$ cat src/rtl/demux_1an_rr.sv
// Purpose : steer one valid-qualified word stream onto N_LANES registered lanes (round-robin or explicit select).
// Latency : 1 cycle, every output is registered; no combinational input-to-output path.
// Backpr. : none; every valid word is taken each cycle (out-of-range selects are dropped and flagged).
//
// Ports:
//   clk_4f     - single clock, rising edge
//   reset      - synchronous active-high reset; overrides valid/restart
//   valid      - data_in carries a word this cycle
//   data_in    - input word (DATA_W bits)
//   restart    - MODE 0: steer this word (if any) to lane 0 and restart the pointer
//   lane_sel   - MODE 1: target lane, SEL_W = max(1, clog2(N_LANES))
//   validout   - one-hot pulse, bit k = lane k written in the previous cycle
//   dataout    - lane k at [k*DATA_W +: DATA_W]
//   frame_done - lane N_LANES-1 written in the previous cycle
//   err_sel    - MODE 1 word dropped because lane_sel >= N_LANES
//
// Optional macro DEMUX_IDLE_FILL_EN: unwritten lanes drive IDLE_WORD instead of
// holding their last value. Flags and validout are unaffected by the macro.
module demux_1an_rr #(
    parameter int                 DATA_W    = 8,
    parameter int                 N_LANES   = 2,
    parameter int                 MODE      = 0,
    parameter logic [DATA_W-1:0]  IDLE_WORD = 'hBC,
    localparam int                SEL_W     = (N_LANES > 2) ? $clog2(N_LANES) : 1
) (
    input  logic                        clk_4f,
    input  logic                        reset,
    input  logic                        valid,
    input  logic [DATA_W-1:0]           data_in,
    input  logic                        restart,
    input  logic [SEL_W-1:0]            lane_sel,
    output logic [N_LANES-1:0]          validout,
    output logic [N_LANES*DATA_W-1:0]   dataout,
    output logic                        frame_done,
    output logic                        err_sel
);

    localparam logic             SEL_MODE  = (MODE == 1);
    localparam logic [SEL_W-1:0] LAST      = SEL_W'(N_LANES - 1);
    // one extra bit so N_LANES itself is representable for the range check
    localparam logic [SEL_W:0]   LANES_CMP = (SEL_W + 1)'(N_LANES);

`ifdef DEMUX_IDLE_FILL_EN
    localparam logic FILL_EN = 1'b1;
`else
    localparam logic FILL_EN = 1'b0;
`endif

    logic [SEL_W-1:0]   ptr;
    logic [SEL_W-1:0]   tgt;
    logic               wr_en;
    logic               drop;
    logic [N_LANES-1:0] lane_hit;

    always_comb begin
        tgt      = '0;
        wr_en    = 1'b0;
        drop     = 1'b0;
        lane_hit = '0;
        if (SEL_MODE) begin
            tgt   = lane_sel;
            wr_en = valid && ({1'b0, lane_sel} < LANES_CMP);
            drop  = valid && !wr_en;
        end else begin
            tgt   = restart ? '0 : ptr;
            wr_en = valid;
        end
        if (wr_en) begin
            lane_hit = {{(N_LANES-1){1'b0}}, 1'b1} << tgt;
        end
    end

    always_ff @(posedge clk_4f) begin
        if (reset) begin
            ptr        <= '0;
            validout   <= '0;
            dataout    <= '0;
            frame_done <= 1'b0;
            err_sel    <= 1'b0;
        end else begin
            validout   <= lane_hit;
            frame_done <= lane_hit[N_LANES-1];
            err_sel    <= drop;

            for (int k = 0; k < N_LANES; k++) begin
                if (lane_hit[k]) begin
                    dataout[k*DATA_W +: DATA_W] <= data_in;
                end else if (FILL_EN) begin
                    dataout[k*DATA_W +: DATA_W] <= IDLE_WORD;
                end
            end

            // Pointer only moves in round-robin mode; in select mode it stays at 0.
            // Explicit compare against LAST keeps non-power-of-2 lane counts in range.
            if (!SEL_MODE) begin
                if (restart) begin
                    ptr <= valid ? SEL_W'(1) : '0;
                end else if (valid) begin
                    ptr <= (ptr == LAST) ? '0 : ptr + 1'b1;
                end
            end
        end
    end

endmodule

$ cat config.mk
export PLATFORM = sky130hd
export DESIGN_NAME = demux_1an_rr
export DESIGN_NICKNAME = d
export VERILOG_FILES = /design/src/rtl/demux_1an_rr.sv
export SDC_FILE = /design/constraint.sdc
export NUM_CORES = 1
export LEC_CHECK = 0
export BUFFER_PORTS_ARGS = -buffer_cell sky130_fd_sc_hd__buf_2
export CORE_ASPECT_RATIO = 0.9
export CORE_MARGIN = 3
export CORE_UTILIZATION = 24
export DETAILED_ROUTE_END_ITERATION = 8
export PLACE_DENSITY = 0.53
export REMOVE_ABC_BUFFERS = 1
export SLEW_MARGIN = 20
export SYNTH_ARGS = -nofsm -noshare
export SYNTH_HDL_FRONTEND = slang
export SYNTH_SLANG_ARGS = --single-unit
$ cat constraint.sdc
create_clock -name clk_4f -period 1.2 [get_ports clk_4f]
set_clock_uncertainty 0.2 [all_clocks]
set_input_delay 0.06 -clock clk_4f [delete_from_list [all_inputs] [get_ports clk_4f]]
set_output_delay 0.06 -clock clk_4f [all_outputs]
set_load 0.05 [all_outputs]
# Word level (Yosys, flattened, before mapping)
# Cells that the tools add are included.
op_classes:
  add_sub_neg: 1
  n_shift: 1
  n_mux: 6
  n_reduce_logical: 1
op_table:
  columns: ["op", "count"]
  rows:
  - ["$mux W1", 5]
  - ["$mux W2", 1]
  - ["$reduce_bool A2 Y1", 1]
  - ["$shl A1 B1 Y2 const A", 1]
  - ["$add A1 B1 Y1 const B", 1]
word_totals:
  register_bits: 20
  input_bits: 13
  output_inout_bits: 20
  word_cells: 14

# Logic depth before layout (Yosys ltp)
# Gate-level depths: netlist of the first run.
depth:
  depth_word: 4
  mapped_depth: 4
  mapped_depth_nobuf: 3

# Least setup slack after synthesis of the first run
# Ideal clock, no wire load.
synth_path:
  path_type: "register to output"
  startpoint: "reg validout[1]"
  endpoint: "out validout[1]"
  t_arrival_ns: 0.894
  t_required_ns: 0.940
  path_slack_ns: 0.046
  stages_incl_launch_ff: 2
  n_path_buf: 1
  cell_sequence: "dfxtp_1 buf_4"
synth_lines:
  columns: ["element", "line", "rtl"]
  rows:
  - ["start, declared", "32", "output logic [N_LANES-1:0] validout,"]
  - ["start signal, assigned", "81", "validout <= lane_hit;"]
# No word-level cell between the ends.

# Worst setup path after layout of the first run
layout_path:
  startpoint: "reg dataout[1]"
  endpoint: "out dataout[1]"
layout_lines:
  columns: ["element", "line", "rtl"]
  rows:
  - ["start, declared", "33", "output logic [N_LANES*DATA_W-1:0] dataout,"]
  - ["start signal, assigned by index", "87", "dataout[k*DATA_W +: DATA_W] <= data_in;"]
# No word-level cell between the ends.

==> impl_metrics.tcl, run 1 <==
set metrics [dict create \
    max_stage_delay_ns 0.34 \
    cp-start-kind "flop" \
    cp_slowest_cell "dfxtp_1" \
    crit_type "reg2out" \
    cts_sinks 19 \
    cts_made_buffers 3 \
    h-tree-depth 1 \
    critical_path_buf_inv_count 1 \
    grt_max_degree 28 \
    p_leak_nw 0.451 \
    seqCellArea_um2 380 \
    yosysSeqAreaShare 0.503 \
    synthCells 84 \
    status "completed" \
    io_buffers 30 \
    grt_pass1_vias 729 \
    die_x_um 65.2 \
    yosysTopAreaCell "dfxtp_1" \
    irDropWorstVdd_v 0.000434 \
    rsz0062_at_grt "true" \
    end_kind "primary output" \
    grt_antenna_before_repair 0 \
    cts_root_buffer "clkbuf_4" \
    top_level_ports 33 \
    synth-seq-cells 19 \
    final.min_clock_period_ns 1.15 \
    syn2layout_area_growth_pct 45.4 \
    finalMaxSlewViolations 0 \
    cts_tree "built" \
    dr_total_vias 701 \
    die-height_um 59.2 \
    hold_viol_final 0 \
    yosys_warnings 0 \
    placed_cell_area_um2 917 \
    critPathArrivalTime_ns 0.89 \
    post_drt_via_cell_ratio 4.27 \
    yosysTopAreaCellShare 0.503 \
    dp_hpwl_um 1340 \
    crit_chain "buf_2" \
    setup_viol 0 \
    synth.distinct_cells 16 \
    fmax_mhz 870 \
    wl_per_cell_um 11.1 \
    die_area_um2 3860 \
    grt_remaining_overflow 0 \
    drtIter0Drc 8 \
    fillers 339 \
    worstSkewPairLatency_ns 0.29 \
    path_clk_slew_ns 0.10 \
    finalWirelength_um 1830 \
    crit_fanout 2 \
    grtUsageTotal 0.103 \
    ant_nets 0 \
    drv_cap 0 \
    hold_class "in2reg" \
    crit_family "flip-flops" \
    antenna_cells 0 \
    cts_buffer_depth 2 \
    cp.required_ns 0.94 \
    core_um2 2880 \
    stdcell_area_um2 1100 \
    syn_avg_cell_area_um2 9.00 \
    place_congestion 0.698 \
    pwr_density_cell_nw_per_um2 1150 \
    fin_crit_sh 0.958 \
    route.detailed.drc 0 \
    multi_input_area_um2 324 \
    syn_area_um2 756 \
    nets 138 \
    grt_pass1_wl_um 3040 \
    fin_hold_ws_ns 0.00285 \
    drive_gt1_frac 0.306 \
    floorplan.initialDensity 0.262 \
    rows 18 \
    drt_first_pass_iters 4 \
    synthTopCellsByArea "dfxtp_1 (50%), nand4b_1 (9.3%), nand2_1 (7.9%), nand2b_1 (7.5%), a21oi_1 (5.3%)" \
]
==> synth_stat cells <==
| cell type | number |
|---|---|
| a21oi_1 | 8 |
| and2_1 | 1 |
| and3b_1 | 2 |
| buf_2 | 4 |
| buf_4 | 3 |
| buf_6 | 1 |
| conb_1 | 1 |
| dfxtp_1 | 19 |
| nand2_1 | 16 |
| nand2b_1 | 9 |
| nand3b_1 | 1 |
| nand4b_1 | 8 |
| nor2_1 | 1 |
| nor3b_1 | 1 |
| o21ai_1 | 8 |
| xor2_1 | 1 |
==> where the power goes <==
group,switching (mW),internal [mW]
Clock,0.184,0.129
Combinational,0.172,0.0999
Sequential,0.0142,0.659
Total,0.370,0.888
==> sequential cells by signal, indices dropped and copies added, names as in the netlist <==
name and cells:
validout 2, dataout 16, ptr 1
==> stage by stage <==
step	cells	setup WS (ns)	power [mW]	utilization	TNS [ns]
after global placement	148	0.0705	0.918	0.318	0
after detailed placement	148	0.0384	0.921	0.318	0
after CTS	163	0.0191	1.26	0.365	0
after floorplan	76	-0.0259	0.839	-	-0.207
after global routing	164	-0.0179	1.33	0.381	-0.0321
final	164	0.0508	1.26	0.381	0
==> timing repair <==
item                                   4_1_cts  5_1_grt
hold buffers                                11        0
setup buffers                                0        1
resized for setup                            0       16
setup endpoints to repair                    0       31
endpoints found under the hold margin       17        0
==> final cells by class <==
| type | count | share of cell area |
|---|---|---|
| clock buffer | 4 | 0.0239 |
| multi-input combinational | 57 | 0.295 |
| tap | 40 | 0.0456 |
| sequential | 19 | 0.346 |
| timing repair buffer | 44 | 0.289 |
==> placed cells by master, fill, tap and decap left out, types with 3 or more instances in the layout <==
master and n:
a21oi_1 8, buf_2 16, buf_4 3, clkbuf_4 17, dfxtp_1 19, dlygate4sd3_1 11
nand2_1 16, nand2b_1 9, nand4b_1 8, o21ai_1 8
==> per-layer routing <==
layer | share of wire | global-route usage | vias to the layer above
met5 | 0 | 0 | -
met4 | 0 | 0.0444 | 0
met3 | 0.073 | 0.0285 | 0
met2 | 0.48 | 0.169 | 21
met1 | 0.45 | 0.126 | 323
li1 | - | - | 357
==> path summary, 6_finish.rpt <==
| path | cells after the start | from | to | slack (ns) |
|---|---|---|---|---|
| hold / removal | 3 | valid | validout[0] | 0.003 |
| setup reg to reg | 3 | ptr | dataout[3] | 0.10 |
| hold reg to reg | 2 | dataout[10] | dataout[10] | 0.26 |
| setup / recovery | 1 | dataout[1] | dataout[1] | 0.05 |
==> cell families (layout without fill, tap and decap cells) <==
kind of cell / Yosys count / count (layout) / share of synthesized area
AO/OA/AOI/OAI: 16 / 16 / 0.106
flip-flops: 19 / 19 / 0.503
buffers and inverters: 8 / 48 / 0.0712
other: 1 / 1 / 0.00496
XOR/XNOR: 1 / 1 / 0.0116
AND/OR/NAND/NOR: 39 / 39 / 0.303
Note: power is estimated with default switching activity, not from simulation.
==> inputs of run 2 (changes only) <==
--- a/config.mk
+++ b/config.mk
@@ -10,7 +10,9 @@
 export CORE_MARGIN = 3
 export CORE_UTILIZATION = 24
 export DETAILED_ROUTE_END_ITERATION = 8
-export PLACE_DENSITY = 0.53
+export GPL_TIMING_DRIVEN = 0
+export PLACE_DENSITY = 0.51
+export RECOVER_POWER = 25
 export REMOVE_ABC_BUFFERS = 1
 export SLEW_MARGIN = 20
 export SYNTH_ARGS = -nofsm -noshare
==> impl_metrics.tcl, run 2 (synthesized netlist as in run 1, its figures left out) <==
set metrics [dict create \
    multi_input_area_um2 333 \
    grt.busiest_layer "met2" \
    grt_max_degree 28 \
    crit_fanout 2 \
    largest_reg_flops 16 \
    route.detailed.drc 0 \
    stdcell_area_um2 1080 \
    h-tree-depth 1 \
    use_met2 0.171 \
    dp_hpwl_um 1270 \
    utilization 0.375 \
    hold_viol_final 10 \
    use_met1 0.119 \
    mostFrequentLayoutCells "clkbuf_4 (19), dfxtp_1 (18), nand2_1 (16)" \
    layout_commonest_cell "clkbuf_4" \
    cts_sinks 19 \
    setup_tns_ns 0 \
    path_clk_slew_ns 0.11 \
    cts_tree "built" \
    crit_chain "clkbuf_4" \
    placed_cell_area_um2 902 \
    dr_total_vias 724 \
    fillers 334 \
    setup_viol 0 \
    end_kind "primary output" \
    die-height_um 59.2 \
    die_area_um2 3860 \
    max_stage_delay_ns 0.36 \
    pre_cts_ws_ns -0.297 \
    grt_remaining_overflow 0 \
    worstSkewPairLatency_ns 0.29 \
    seqCellArea_um2 382 \
    worst_slack_ns 0.0524 \
    wl_per_cell_um 11.4 \
    nets 134 \
    top_level_ports 33 \
    die_x_um 65.2 \
    cts_root_buffer "clkbuf_4" \
    place_congestion 0.709 \
    critical_path_buf_inv_count 1 \
    fmax_mhz 871 \
    drv_cap 0 \
    cp-start-kind "flop" \
    syn2layout_area_growth_pct 43.0 \
    fin_crit_sh 0.956 \
    pwr_density_cell_nw_per_um2 1170 \
    finalWirelength_um 1830 \
    grt_pass1_wl_um 2960 \
    critPathArrivalTime_ns 0.89 \
    finalMaxSlewViolations 0 \
    drt_first_pass_iters 2 \
    core_um2 2880 \
    fin_hold_ws_ns -0.0496 \
    floorplan.initialDensity 0.262 \
    violations "hold timing" \
    grt_use_met3 0.0455 \
    hold_buffers 9 \
    cp_slowest_cell "dfxtp_1" \
    irDropWorstVdd_v 0.000458 \
    regMostFlops "dataout" \
    status "finished with violations" \
    rows 18 \
    grtUsageTotal 0.0993 \
    post_drt_via_cell_ratio 4.53 \
    crit_type "reg2out" \
    cp.required_ns 0.94 \
    ant_nets 0 \
    drive_gt1_frac 0.317 \
    final.min_clock_period_ns 1.15 \
    cts_buffer_depth 2 \
    crit_family "flip-flops" \
    reg_top3 "dataout (16), validout (2), ptr (1)" \
    antenna_cells 0 \
    cts_made_buffers 3 \
    grt_pass1_vias 677 \
    drtIter0Drc 17 \
    grt_antenna_before_repair 0 \
    hold_class "in2reg" \
    rsz0062_at_grt "true" \
    p_leak_nw 0.440 \
    io_buffers 30 \
]
-- run 2: report_power, final --
part / total [mW] / leakage, nW / internal [mW] / switching, mW
clock: 0.320 / 0.0150 / 0.129 / 0.191
sequential: 0.675 / 0.156 / 0.660 / 0.0154
combinational: 0.268 / 0.269 / 0.0966 / 0.171
-- run 2: per-layer routing --
metal	vias up	wire, um
met2	25	884
met3	0	141
met1	346	804
li1	353	-
met5	-	0
met4	0	0
-- run 2: what timing repair did --
action,4_1_cts,5_1_grt
hold endpoints to repair,19,10
resized for setup,4,20
setup buffers,0,1
setup endpoints to repair,9,36
-- run 2: cell type report --
type	instances	share of cell area
clock buffer	4	0.0243
multi-input combinational	57	0.308
sequential	19	0.353
tap	40	0.0463
timing repair buffer	40	0.269
-- run 2: final timing paths --
check                            startpoint           to  slack [ns]  cells after the start
worst min-delay path                  valid  validout[1]       -0.05                      2
worst max register to register          ptr  dataout[13]        0.09                      3
worst max-delay path            dataout[15]  dataout[15]        0.05                      1
worst min register to register  dataout[11]  dataout[11]        0.26                      2
-- run 2: metrics by stage --
| stage | power [mW] | instances |
|---|---|---|
| detailed placement | 0.916 | 146 |
| CTS | 1.27 | 159 |
| finish | 1.26 | 160 |
| floorplan | 0.839 | 76 |
| global placement | 0.912 | 146 |
| global route | 1.35 | 160 |
